### src/rtl/var_shift_seq_if.sv
// Command/response bundle for the iterative shifter: a valid/ready command port,
// a valid/ready result port, the shift enable and the busy status.
interface var_shift_seq_if #(
    parameter int WIDTH = 32,
    parameter int SHW   = 6
);
    logic             start_valid;
    logic             start_ready;
    logic [WIDTH-1:0] in;
    logic [SHW-1:0]   shift;
    logic             dir;
    logic             arith;
    logic             en;
    logic             out_valid;
    logic             out_ready;
    logic [WIDTH-1:0] q;
    logic             busy;

    modport master (
        output start_valid, in, shift, dir, arith, en, out_ready,
        input  start_ready, out_valid, q, busy
    );

    modport slave (
        input  start_valid, in, shift, dir, arith, en, out_ready,
        output start_ready, out_valid, q, busy
    );
endinterface

### src/rtl/var_shift_seq.sv
// Multi-cycle variable shifter: one bit position per enabled clock, with
// valid/ready flow control on both the command and the result side.
module var_shift_seq #(
    parameter int WIDTH = 32,
    parameter int SHW   = 6
) (
    input  logic          clk,
    input  logic          clr_n,
    var_shift_seq_if.slave bus
);
    localparam int CW = $clog2(WIDTH + 1);
    localparam int MW = (SHW > CW) ? SHW : CW;
    localparam logic [CW-1:0] CNT_ZERO = {CW{1'b0}};
    localparam logic [CW-1:0] CNT_ONE  = CW'(1);

    typedef enum logic [1:0] {
        ST_IDLE  = 2'd0,
        ST_SHIFT = 2'd1,
        ST_DONE  = 2'd2
    } state_t;

    state_t           r_state;
    logic [WIDTH-1:0] r_data;
    logic [CW-1:0]    r_cnt;
    logic             r_dir;
    logic             r_arith;
    logic             r_start_ready;
    logic             r_out_valid;
    logic             r_busy;
    logic [CW-1:0]    w_k;

    // One-position step; the sign fill only matters for arithmetic right shifts.
    function automatic logic [WIDTH-1:0] step_one(input logic [WIDTH-1:0] d,
                                                  input logic right,
                                                  input logic arith);
        logic fill;
        fill = arith & d[WIDTH-1];
        if (right) begin
            step_one = {fill, d[WIDTH-1:1]};
        end else begin
            step_one = {d[WIDTH-2:0], 1'b0};
        end
    endfunction

    // Clamp the requested amount to WIDTH so oversize amounts cost exactly WIDTH steps.
    always_comb begin
        w_k = CNT_ZERO;
        if (MW'(bus.shift) >= MW'(WIDTH)) begin
            w_k = CW'(WIDTH);
        end else begin
            w_k = CW'(bus.shift);
        end
    end

    // Control FSM and datapath; status outputs are registered alongside the state.
    always_ff @(posedge clk or negedge clr_n) begin
        if (!clr_n) begin
            r_state       <= ST_IDLE;
            r_data        <= {WIDTH{1'b0}};
            r_cnt         <= CNT_ZERO;
            r_dir         <= 1'b0;
            r_arith       <= 1'b0;
            r_start_ready <= 1'b1;
            r_out_valid   <= 1'b0;
            r_busy        <= 1'b0;
        end else begin
            case (r_state)
                ST_IDLE: begin
                    if (bus.start_valid) begin
                        r_data        <= bus.in;
                        r_cnt         <= w_k;
                        r_dir         <= bus.dir;
                        r_arith       <= bus.arith;
                        r_start_ready <= 1'b0;
                        r_busy        <= 1'b1;
                        if (w_k == CNT_ZERO) begin
                            r_state     <= ST_DONE;
                            r_out_valid <= 1'b1;
                        end else begin
                            r_state     <= ST_SHIFT;
                            r_out_valid <= 1'b0;
                        end
                    end
                end
                ST_SHIFT: begin
                    if (bus.en) begin
                        r_data <= step_one(r_data, r_dir, r_arith);
                        r_cnt  <= r_cnt - CNT_ONE;
                        if (r_cnt == CNT_ONE) begin
                            r_state     <= ST_DONE;
                            r_out_valid <= 1'b1;
                        end
                    end
                end
                ST_DONE: begin
                    if (bus.out_ready) begin
                        r_state       <= ST_IDLE;
                        r_out_valid   <= 1'b0;
                        r_busy        <= 1'b0;
                        r_start_ready <= 1'b1;
                    end
                end
                default: begin
                    r_state       <= ST_IDLE;
                    r_cnt         <= CNT_ZERO;
                    r_start_ready <= 1'b1;
                    r_out_valid   <= 1'b0;
                    r_busy        <= 1'b0;
                end
            endcase
        end
    end

    assign bus.start_ready = r_start_ready;
    assign bus.out_valid   = r_out_valid;
    assign bus.busy        = r_busy;
    assign bus.q           = r_data;

endmodule

### src/flat_wrapper.sv
// flat-port wrapper written by rule: the top's interface ports become plain ports
module var_shift_seq_flat 
#(
    parameter int WIDTH = 32,
    parameter int SHW   = 6
)
  (clk, clr_n, bus_start_valid, bus_in, bus_shift, bus_dir, bus_arith, bus_en, bus_out_ready, bus_start_ready, bus_out_valid, bus_q, bus_busy);
  var_shift_seq_if #(.WIDTH(WIDTH), .SHW(SHW)) bus_i ();
  input  logic clk;
  input  logic clr_n;
  input wire logic [$bits(bus_i.start_valid)-1:0] bus_start_valid;
  input wire logic [$bits(bus_i.in)-1:0] bus_in;
  input wire logic [$bits(bus_i.shift)-1:0] bus_shift;
  input wire logic [$bits(bus_i.dir)-1:0] bus_dir;
  input wire logic [$bits(bus_i.arith)-1:0] bus_arith;
  input wire logic [$bits(bus_i.en)-1:0] bus_en;
  input wire logic [$bits(bus_i.out_ready)-1:0] bus_out_ready;
  output wire logic [$bits(bus_i.start_ready)-1:0] bus_start_ready;
  output wire logic [$bits(bus_i.out_valid)-1:0] bus_out_valid;
  output wire logic [$bits(bus_i.q)-1:0] bus_q;
  output wire logic [$bits(bus_i.busy)-1:0] bus_busy;
  assign bus_i.start_valid = bus_start_valid;
  assign bus_i.in = bus_in;
  assign bus_i.shift = bus_shift;
  assign bus_i.dir = bus_dir;
  assign bus_i.arith = bus_arith;
  assign bus_i.en = bus_en;
  assign bus_i.out_ready = bus_out_ready;
  assign bus_start_ready = bus_i.start_ready;
  assign bus_out_valid = bus_i.out_valid;
  assign bus_q = bus_i.q;
  assign bus_busy = bus_i.busy;
  var_shift_seq #(.WIDTH(WIDTH), .SHW(SHW)) u_core (.clk(clk), .clr_n(clr_n), .bus(bus_i));
endmodule
### config.mk
export PLATFORM = sky130hd
export DESIGN_NAME = var_shift_seq_flat
export DESIGN_NICKNAME = d
export VERILOG_FILES = /design/src/rtl/var_shift_seq_if.sv /design/src/rtl/var_shift_seq.sv /design/src/flat_wrapper.sv
export SDC_FILE = /design/constraint.sdc
export NUM_CORES = 1
export LEC_CHECK = 0
export BUFFER_PORTS_ARGS = -buffer_cell sky130_fd_sc_hd__buf_2
export CORE_ASPECT_RATIO = 1.4
export CORE_MARGIN = 1
export CORE_UTILIZATION = 50
export DETAILED_ROUTE_END_ITERATION = 10
export HOLD_SLACK_MARGIN = 0.15
export PLACE_DENSITY_LB_ADDON = 0.05
export SLEW_MARGIN = 20
export SYNTH_ARGS = -nofsm -noshare
export SYNTH_HDL_FRONTEND = slang
export SYNTH_SLANG_ARGS = --single-unit
export TNS_END_PERCENT = 30
### constraint.sdc
create_clock -name clk -period 3.3 [get_ports clk]
set_input_delay 0.66 -clock clk [delete_from_list [all_inputs] [get_ports clk]]
set_output_delay 0.66 -clock clk [all_outputs]
set_load 0.02 [all_outputs]
# After elaboration in Yosys (flattened, before gate mapping)
# Cells that the tools add are included.
# Widths: inputs -> output; s select.
# totals
memories	0
latchBits	0
register_bits	45
ramBits	0
inputBits	45
rom_bits	0
out_inout_bits	35
wordCells	53
# op_classes
shifts	0
n_div	0
n_reduce_logical	8
add_sub_neg	1
eq_ne	7
order_cmp	1
mux	25
multipliers	0
bitwise_logic	3
# op_table
op	n
$mux 32	3
$pmux 32 s2	1
$mux 6	3
$pmux 6 s3	1
$mux 2	5
$pmux 1 s3	3
$reduce_and 3->1	3
$mux 1	8
$eq 6x1->1 const B	1
$ge 6x6->1 const B	1
$logic_not 6->1	1
$ne 2x2->1 const B	3
$pmux 2 s3	1
$sub 6x1->6 const B	1
$reduce_and 4->1	1
$eq 2x1->1 const B	1
$eq 2x2->1 const B	1
$logic_not 2->1	1
$ne 2x1->1 const B	1
$not 1->1	2
$reduce_and 2->1	1
$reduce_bool 2->1	1
$and 1x1->1	1

# Longest topological paths before layout
# Gate-level depths: netlist of run 1.
# logic_depth
depth_word	6
ltp_mapped	7
depth_no_buf	5

# Worst setup path before layout of run 1
# No wires, ideal clock.
# synth_path
kind	input to register
from	input port bus_start_valid
to	register u_core.r_data[15], in the netlist u_core.bus.q[15]
cell_stages	6
t_arrival_ns	1.285
required_ns	3.168
n_path_buf	2
setup_time_ns	0.132
slack_ns	1.883
cell_sequence	nand2b_1 -> a21o_1 -> buf_6 -> buf_6 -> nand2_1 -> o21ai_1
# synth_between
elab_chain_len	2
# synth_lines
item	line	source
start, declared	flat_wrapper.sv:11	input wire logic [$bits(bus_i.start_valid)-1:0] bus_start_valid;
$ne 2x2->1 (no source line)	--	
$reduce_and 3->1 (no source line)	--	
end signal, assigned	var_shift_seq.sv:59	r_data <= {WIDTH{1'b0}};
end signal, assigned	var_shift_seq.sv:70	r_data <= bus.in;
end signal, assigned	var_shift_seq.sv:87	r_data <= step_one(r_data, r_dir, r_arith);
end, declared	var_shift_seq.sv:23	logic [WIDTH-1:0] r_data;
# No other way between the ends.
# A chain may end at the register's enable or synchronous reset.

# Worst setup path in the final report of run 1
# layout_path
from	register u_core.r_state[0]
to	register u_core.r_data[10], in the netlist u_core.bus.q[10]
# layout_between
elab_chain_len	3
elab_cells_between_ends	7
classes_between	eq/ne: 3; mux: 1; reduce/logical: 3
# layout_lines
item	line	source
start, declared	var_shift_seq.sv:22	state_t r_state;
start signal, assigned	var_shift_seq.sv:58	r_state <= ST_IDLE;
start signal, assigned	var_shift_seq.sv:77	r_state <= ST_DONE;
start signal, assigned	var_shift_seq.sv:80	r_state <= ST_SHIFT;
$eq 2x1->1 or $logic_not 2->1 (tied branches)	var_shift_seq.sv:67	case (r_state)
$ne 2x2->1 (no source line) or $reduce_bool 2->1 (tied branches)	--	
$reduce_and 3->1 (no source line)	--	
# Parallel ways exist; a longest one is shown, timed or not.

==> flow_metrics.tcl, run 1 <==
set metrics [dict create \
    grt_first_pass_wirelength_um 9480 \
    edff_count_synth 0 \
    outcome "complete, no violations" \
    period_share_pct 64.6 \
    reg_to_reg_end "u_core.bus.q[10]" \
    critical_path.top_delay_family "flip-flops" \
    cts.root.buffer_cell "clkbuf_8" \
    crit_cells 5 \
    cts_tree "yes" \
    drt_iter0_drc 114 \
    setup_repair_after_global_routing_missed_its_margin "false" \
    post_synthesis_net_count 335 \
    num_antenna_cells 0 \
    vias_per_cell 5.26 \
    finalHoldViolations 0 \
    worst_setup_path_end_kind "register" \
    vdd_ir_drop_max_mv 0.506 \
    clk_buf_depth 2 \
    highest-signal-layer "met4" \
    number_of_global_route_vias_before_repair 2083 \
    wl_met1_um 2400 \
    area_of_the_mapped_netlist_mm2 0.00254 \
    worst_path_max_delay_cell "dfrtp_1" \
    initial_utilization_pct 52.1 \
    total_of_hold_buffers_inserted_after_clock_tree_synthesis 0 \
    synthesis.area_per_instance_um2 8.82 \
    setup_total_negative_slack_ps 0 \
    place.port_buffers 79 \
    route.final.wire_length_um 5480 \
    numClockSinks 44 \
    crit-reg2reg-launch "u_core.r_state[0]" \
    synth.ff_latch_count 44 \
    total_leakage_power_nw 1.47 \
    clock-skew-final_ps 6.45 \
    synth-async-reset-ratio_pct 100 \
    max_cap_violations 0 \
    timing.critical_path.fanout_max 44 \
    dp_hpwl_um 3840 \
    max_slew.worst_pin.slew_ps 896 \
    die_area_mm2 0.00538 \
    worst_ep_arrival_time_ps 2340 \
    floorplan.die.width_um 62.3 \
    post-layout-total-power_mw 3.09 \
    timing.setup.critical_path_class "reg2reg" \
    drv_slew 0 \
    critical_path_required_ps 3500 \
    synthDistinctLibCells 37 \
    crit_path_start_kind "register" \
    drive_gt1_share_pct 27.0 \
    numCtsBuffers 5 \
    grt_start_max_net_pins 50 \
    netlist_instances 288 \
    routedWlPerCell_um 13.1 \
    core_region_area_mm2 0.00488 \
    drtAntennaViolNets 0 \
    gr-total-overflow 0 \
    hold_slack_ps 340 \
    reg2reg_slack_ps 1170 \
    vias_post_dr 2208 \
    cell_pwr_density_mw_per_mm2 1040 \
    ctsHtreeMaxLevel 2 \
    critPathBufInv 1 \
    chipHeight_um 86.4 \
    ys_seq_area_share_pct 43.4 \
    fmaxAchievable_ghz 0.469 \
    min_delay_worst_type "in2async" \
    maxSlewHeadroom_pct 40.3 \
    worst_setup_path_startpoint "u_core.r_state[0]" \
    cpPeakStageDelay_ps 730 \
    critical_path.endpoint "u_core.bus.q[10]" \
    clk-insertion-delay-late_ps 290 \
    layout-area-overhead-vs-synth_pct 17.1 \
    nNetsFinal 403 \
    drcViolationCount 0 \
    setup-violations-final 0 \
    layout.filler_cells 462 \
    route.met2.wl_um 2750 \
    cts_repair_resize_count 0 \
    antenna_found_initial 0 \
    ios 80 \
    yosysWarnings 0 \
    cts_setup_buffers 0 \
    cts.reportedPaths.clkPinSlew_ps 80 \
    groute.usage.overall_pct 21.8 \
    met3_length_um 282 \
    drt_first_pass_iters 4 \
    placementRows 30 \
    r2r_cells 5 \
    timing.critical_path.cells "nand2b_2 -> buf_4 -> nor2_1 -> a21oi_1 -> o21ai_0" \
    synth_flop_cell "dfrtp_1" \
    place_congestion 0.870 \
    period_needed_ps 2130 \
]
[layer usage]
layer | vias up | global-route usage, %
met2 | 69 | 40.5
met3 | 6 | 3.55
met5 | - | 0
met1 | 1003 | 26.0
met4 | 0 | 5.71
li1 | 1130 | -
[Yosys cell counts (2+ instances only)]
cell type,number,area share [%]
a21oi_1,37,7.3
a32oi_1,3,1.0
buf_2,4,0.79
buf_4,4,1.2
buf_6,8,3.5
clkbuf_1,2,0.30
clkbuf_4,2,0.59
dfrtp_1,43,42
ha_1,2,0.98
inv_1,5,0.74
mux2_2,2,0.89
mux2i_1,30,12
nand2_1,36,5.3
nand2b_1,2,0.49
nand3_1,2,0.39
nor2_1,39,5.8
nor2b_1,2,0.49
nor3_1,2,0.39
nor3b_1,2,0.59
nor4_1,2,0.49
o21ai_0,13,2.6
o21ai_1,29,5.7
xor2_1,3,1.0
[power breakdown]
group / internal (mW) / switching [mW] / leakage [nW]
clock: 0.187 / 0.175 / 0.0503
combinational: 0.659 / 0.912 / 0.868
sequential: 0.791 / 0.369 / 0.549
total: 1.64 / 1.46 / 1.47
[flip-flops by register name, indices dropped and copies added (netlist names)]
name,cells
u_core.r_cnt,6
u_core.bus.start_ready,1
u_core.bus.q,32
u_core.r_state,2
u_core.bus.busy,1
u_core.r_arith,1
u_core.r_dir,1
[how the worst min path moves through the flow]
stage,from,depth (start not counted),to
6_report,clr_n,1,u_core.bus.q[24]
5_1_grt,clr_n,1,u_core.bus.q[24]
4_1_cts,u_core.r_arith,1,u_core.r_arith
3_5_place_dp,u_core.bus.q[0],2,u_core.bus.q[0]
3_3_place_gp,u_core.r_arith,1,u_core.r_arith
2_1_floorplan,clr_n,0,u_core.bus.busy
[worst register-to-register path: cells and delay by family (launching register included)]
| family | cells | cell delay (ps) |
|---|---|---|
| AND/OR/NAND/NOR | 2 | 720 |
| buffers and inverters | 1 | 410 |
| flip-flops | 1 | 730 |
| AO/OA/AOI/OAI | 2 | 190 |
[per-stage QoR]
stage / util [%] / cells / area, µm² / setup slack, ps
final: 61.0 / 420 / 2980 / 1170
after global routing: 61.0 / 420 / 2980 / 864
after CTS: 60.9 / 420 / 2970 / 1170
after detailed placement: 58.9 / 413 / 2880 / 1150
after global placement: 58.9 / 413 / 2880 / 1220
after floorplan: - / 288 / 2540 / 1880
[placed cells by master (no fill, tap or decap), drive strengths merged, types with 2 or more instances in the layout]
cell type / instances
a21oi: 37
a32oi: 3
buf: 82
clkbuf: 7
dfrtp: 43
ha: 2
inv: 5
mux2: 2
mux2i: 30
nand2: 36
nand2b: 2
nand3: 2
nor2: 39
nor2b: 2
nor3: 2
nor3b: 2
nor4: 2
o21ai: 42
xor2: 3
[cell type report]
type                       instances  area [µm²]  share of cell area (%)
inverter                           5        18.8                   0.631
clock buffer                       7        96.3                    3.24
sequential                        44        1100                    37.1
timing repair buffer              82         420                    14.1
multi-input combinational        218        1260                    42.2
tap                               64        80.1                    2.69
[cell families after synthesis]
group | count (synthesis) | share of synthesized area [%]
mux | 32 | 12.7
buf+inv | 26 | 7.34
fa+ha+maj | 2 | 0.985
flops | 44 | 43.4
simple gates | 90 | 14.7
compound gates | 91 | 19.8
xor+xnor | 3 | 1.03
No activity file was read; power rests on OpenSTA's default activity.
==> inputs of run 2 (changes only) <==
--- a/config.mk
+++ b/config.mk
@@ -5,6 +5,7 @@
 export SDC_FILE = /design/constraint.sdc
 export NUM_CORES = 1
 export LEC_CHECK = 0
+export ABC_AREA = 1
 export BUFFER_PORTS_ARGS = -buffer_cell sky130_fd_sc_hd__buf_2
 export CORE_ASPECT_RATIO = 1.4
 export CORE_MARGIN = 1
==> constraint.sdc (replaced) <==
create_clock -name clk -period 2.2 [get_ports clk]
set_input_delay 0.44 -clock clk [delete_from_list [all_inputs] [get_ports clk]]
set_output_delay 0.44 -clock clk [all_outputs]
set_load 0.02 [all_outputs]
==> flow_metrics.tcl, run 2 <==
set metrics [dict create \
    layout.cells.most_common "nand2_1" \
    max_slew.worst_pin.slew_ps 853 \
    total_leakage_power_nw 1.80 \
    timing.setup.critical_path_class "reg2reg" \
    place_congestion 0.883 \
    placementRows 31 \
    synth-async-reset-ratio_pct 100 \
    drcViolationCount 0 \
    chipHeight_um 88.4 \
    post_synth_main_area_contributors "dfrtp_1 (40%), nand2_1 (23%), o211ai_1 (8.5%), o21ai_1 (6.2%), inv_1 (5.9%)" \
    number_of_global_route_vias_before_repair 2377 \
    vdd_ir_drop_max_mv 1.04 \
    critical_path_required_ps 2420 \
    vias_post_dr 2656 \
    max_cap_violations 0 \
    cts_repair_resize_count 0 \
    setup_repair_after_global_routing_missed_its_margin "false" \
    area_of_the_mapped_netlist_mm2 0.00266 \
    routedWlPerCell_um 11.9 \
    ys_seq_area_share_pct 41.4 \
    synth.ff_latch_count 44 \
    grt_start_max_net_pins 45 \
    cells_after_dpl 515 \
    num_antenna_cells 0 \
    drt_iter0_drc 128 \
    period_share_pct 82.9 \
    worst_setup_path_end_kind "register" \
    final_cell_mix "nand2_1 (160), buf_2 (79), inv_1 (42), dfrtp_1 (42), o21ai_1 (33)" \
    r2r_cells 6 \
    cts.root.buffer_cell "clkbuf_8" \
    clk_buf_depth 2 \
    grtUsageMet2_pct 41.1 \
    reg_to_reg_end "u_core.bus.q[5]" \
    yosysMostFrequentCell "nand2_1" \
    setup-violations-final 0 \
    min_delay_worst_type "in2async" \
    drive_gt1_share_pct 23.6 \
    gr-total-overflow 0 \
    dp_hpwl_um 4510 \
    place.port_buffers 79 \
    post-layout-total-power_mw 5.15 \
    outcome "complete, no violations" \
    worst_ep_arrival_time_ps 2050 \
    reg2reg_slack_ps 380 \
    initial_utilization_pct 51.6 \
    period_needed_ps 1820 \
    groute.usage.overall_pct 22.7 \
    floorplan.die.width_um 63.7 \
    setup_total_negative_slack_ps 0 \
    crit-reg2reg-launch "u_core.r_state[1]" \
    cell_pwr_density_mw_per_mm2 1610 \
    yosysWarnings 0 \
    synth_common_cells "nand2_1 (160), dfrtp_1 (43), inv_1 (42)" \
    total_of_hold_buffers_inserted_after_clock_tree_synthesis 0 \
    synthDistinctLibCells 25 \
    clock-skew-final_ps 7.87 \
    cts.reportedPaths.clkPinSlew_ps 90 \
    antenna_found_initial 0 \
    crit_path_start_kind "register" \
    numClockSinks 44 \
    drtAntennaViolNets 0 \
    finalHoldViolations 0 \
    grtUsageMet1_pct 27.1 \
    timing.critical_path.fanout_max 36 \
    globalRouteMet3Util_pct 3.87 \
    synthesis.area_per_instance_um2 6.99 \
    cts_setup_buffers 0 \
    cts_tree "yes" \
    edff_count_synth 0 \
    ctsHtreeMaxLevel 2 \
    place_area_mm2 0.00309 \
    fmaxAchievable_ghz 0.548 \
    ios 80 \
    vias_per_cell 5.08 \
    hold_slack_ps 219 \
    nNetsFinal 503 \
    maxSlewHeadroom_pct 42.9 \
    final_design_area_no_fill_mm2 0.00321 \
    drv_slew 0 \
    die_area_mm2 0.00563 \
    netlist_instances 381 \
    top_usage_layer "met2" \
    largest_register_ff_count 32 \
    numCtsBuffers 5 \
    yosysTopAreaCellShare_pct 40.4 \
    grt_first_pass_wirelength_um 10100 \
    clk-insertion-delay-late_ps 300 \
    core_region_area_mm2 0.00516 \
    instances_no_fill 523 \
    route.final.wire_length_um 6230 \
    drt_first_pass_iters 4 \
    synth_area_leader_cell "dfrtp_1" \
    post_synthesis_net_count 428 \
    synth_flop_cell "dfrtp_1" \
    layout-area-overhead-vs-synth_pct 20.5 \
]
run 2: power by group:
group	switching, mW	internal, mW	total [mW]
logic	1.97	1.03	3.00
registers	0.295	1.20	1.50
clock network	0.285	0.371	0.657
total	2.55	2.60	5.15
run 2: kinds of logic (layout without fill, tap and decap cells):
family	after synthesis	after routing	synth area share (%)
AND/OR/NAND/NOR	189	189	27.8
buffers and inverters	65	141	10.9
AO/OA/AOI/OAI	80	80	18.6
flip-flops	44	44	41.4
multiplexers	1	1	0.423
adder cells (fa/ha/maj)	2	2	0.939
run 2: per-stage QoR:
step / setup slack, ps / util (%)
final: 376 / 62.2
after global routing: 223 / 62.2
after CTS: 364 / 62.2
after detailed placement: 356 / 59.9
after global placement: 433 / 59.9
after floorplan: 815 / -
run 2: worst max-delay path, stage by stage (launching register included):
cell	delay, ps
dfrtp_1	470
inv_2	90
nand2_2	70
o21ai_4	660
buf_4	300
nand2_1	60
o21ai_1	80
run 2: layer usage:
| metal | up-vias | share of wire, % |
|---|---|---|
| met5 | - | 0 |
| met4 | 0 | 1.2 |
| li1 | 1373 | - |
| met2 | 52 | 52 |
| met1 | 1225 | 44 |
| met3 | 6 | 3.0 |
run 2: worst max-delay path by stage:
stage / startpoint / endpoint / cells after the start
6_report: u_core.r_state[1] / u_core.bus.q[5] / 6
5_1_grt: u_core.r_state[1] / u_core.bus.q[27] / 6
4_1_cts: u_core.r_state[1] / u_core.bus.q[5] / 6
3_5_place_dp: bus_en / u_core.bus.q[5] / 6
3_3_place_gp: bus_en / u_core.bus.q[1] / 6
2_1_floorplan: u_core.r_state[1] / u_core.bus.q[29] / 5
run 2: cell type report:
| cell class | instances | area, µm² |
|---|---|---|
| clock buffer | 6 | 82.6 |
| clock inverter | 2 | 38.8 |
| fill | 507 | 1950 |
| inverter | 45 | 169 |
| multi-input combinational | 272 | 1270 |
| sequential | 44 | 1100 |
| tap | 66 | 82.6 |
| timing repair buffer | 88 | 463 |
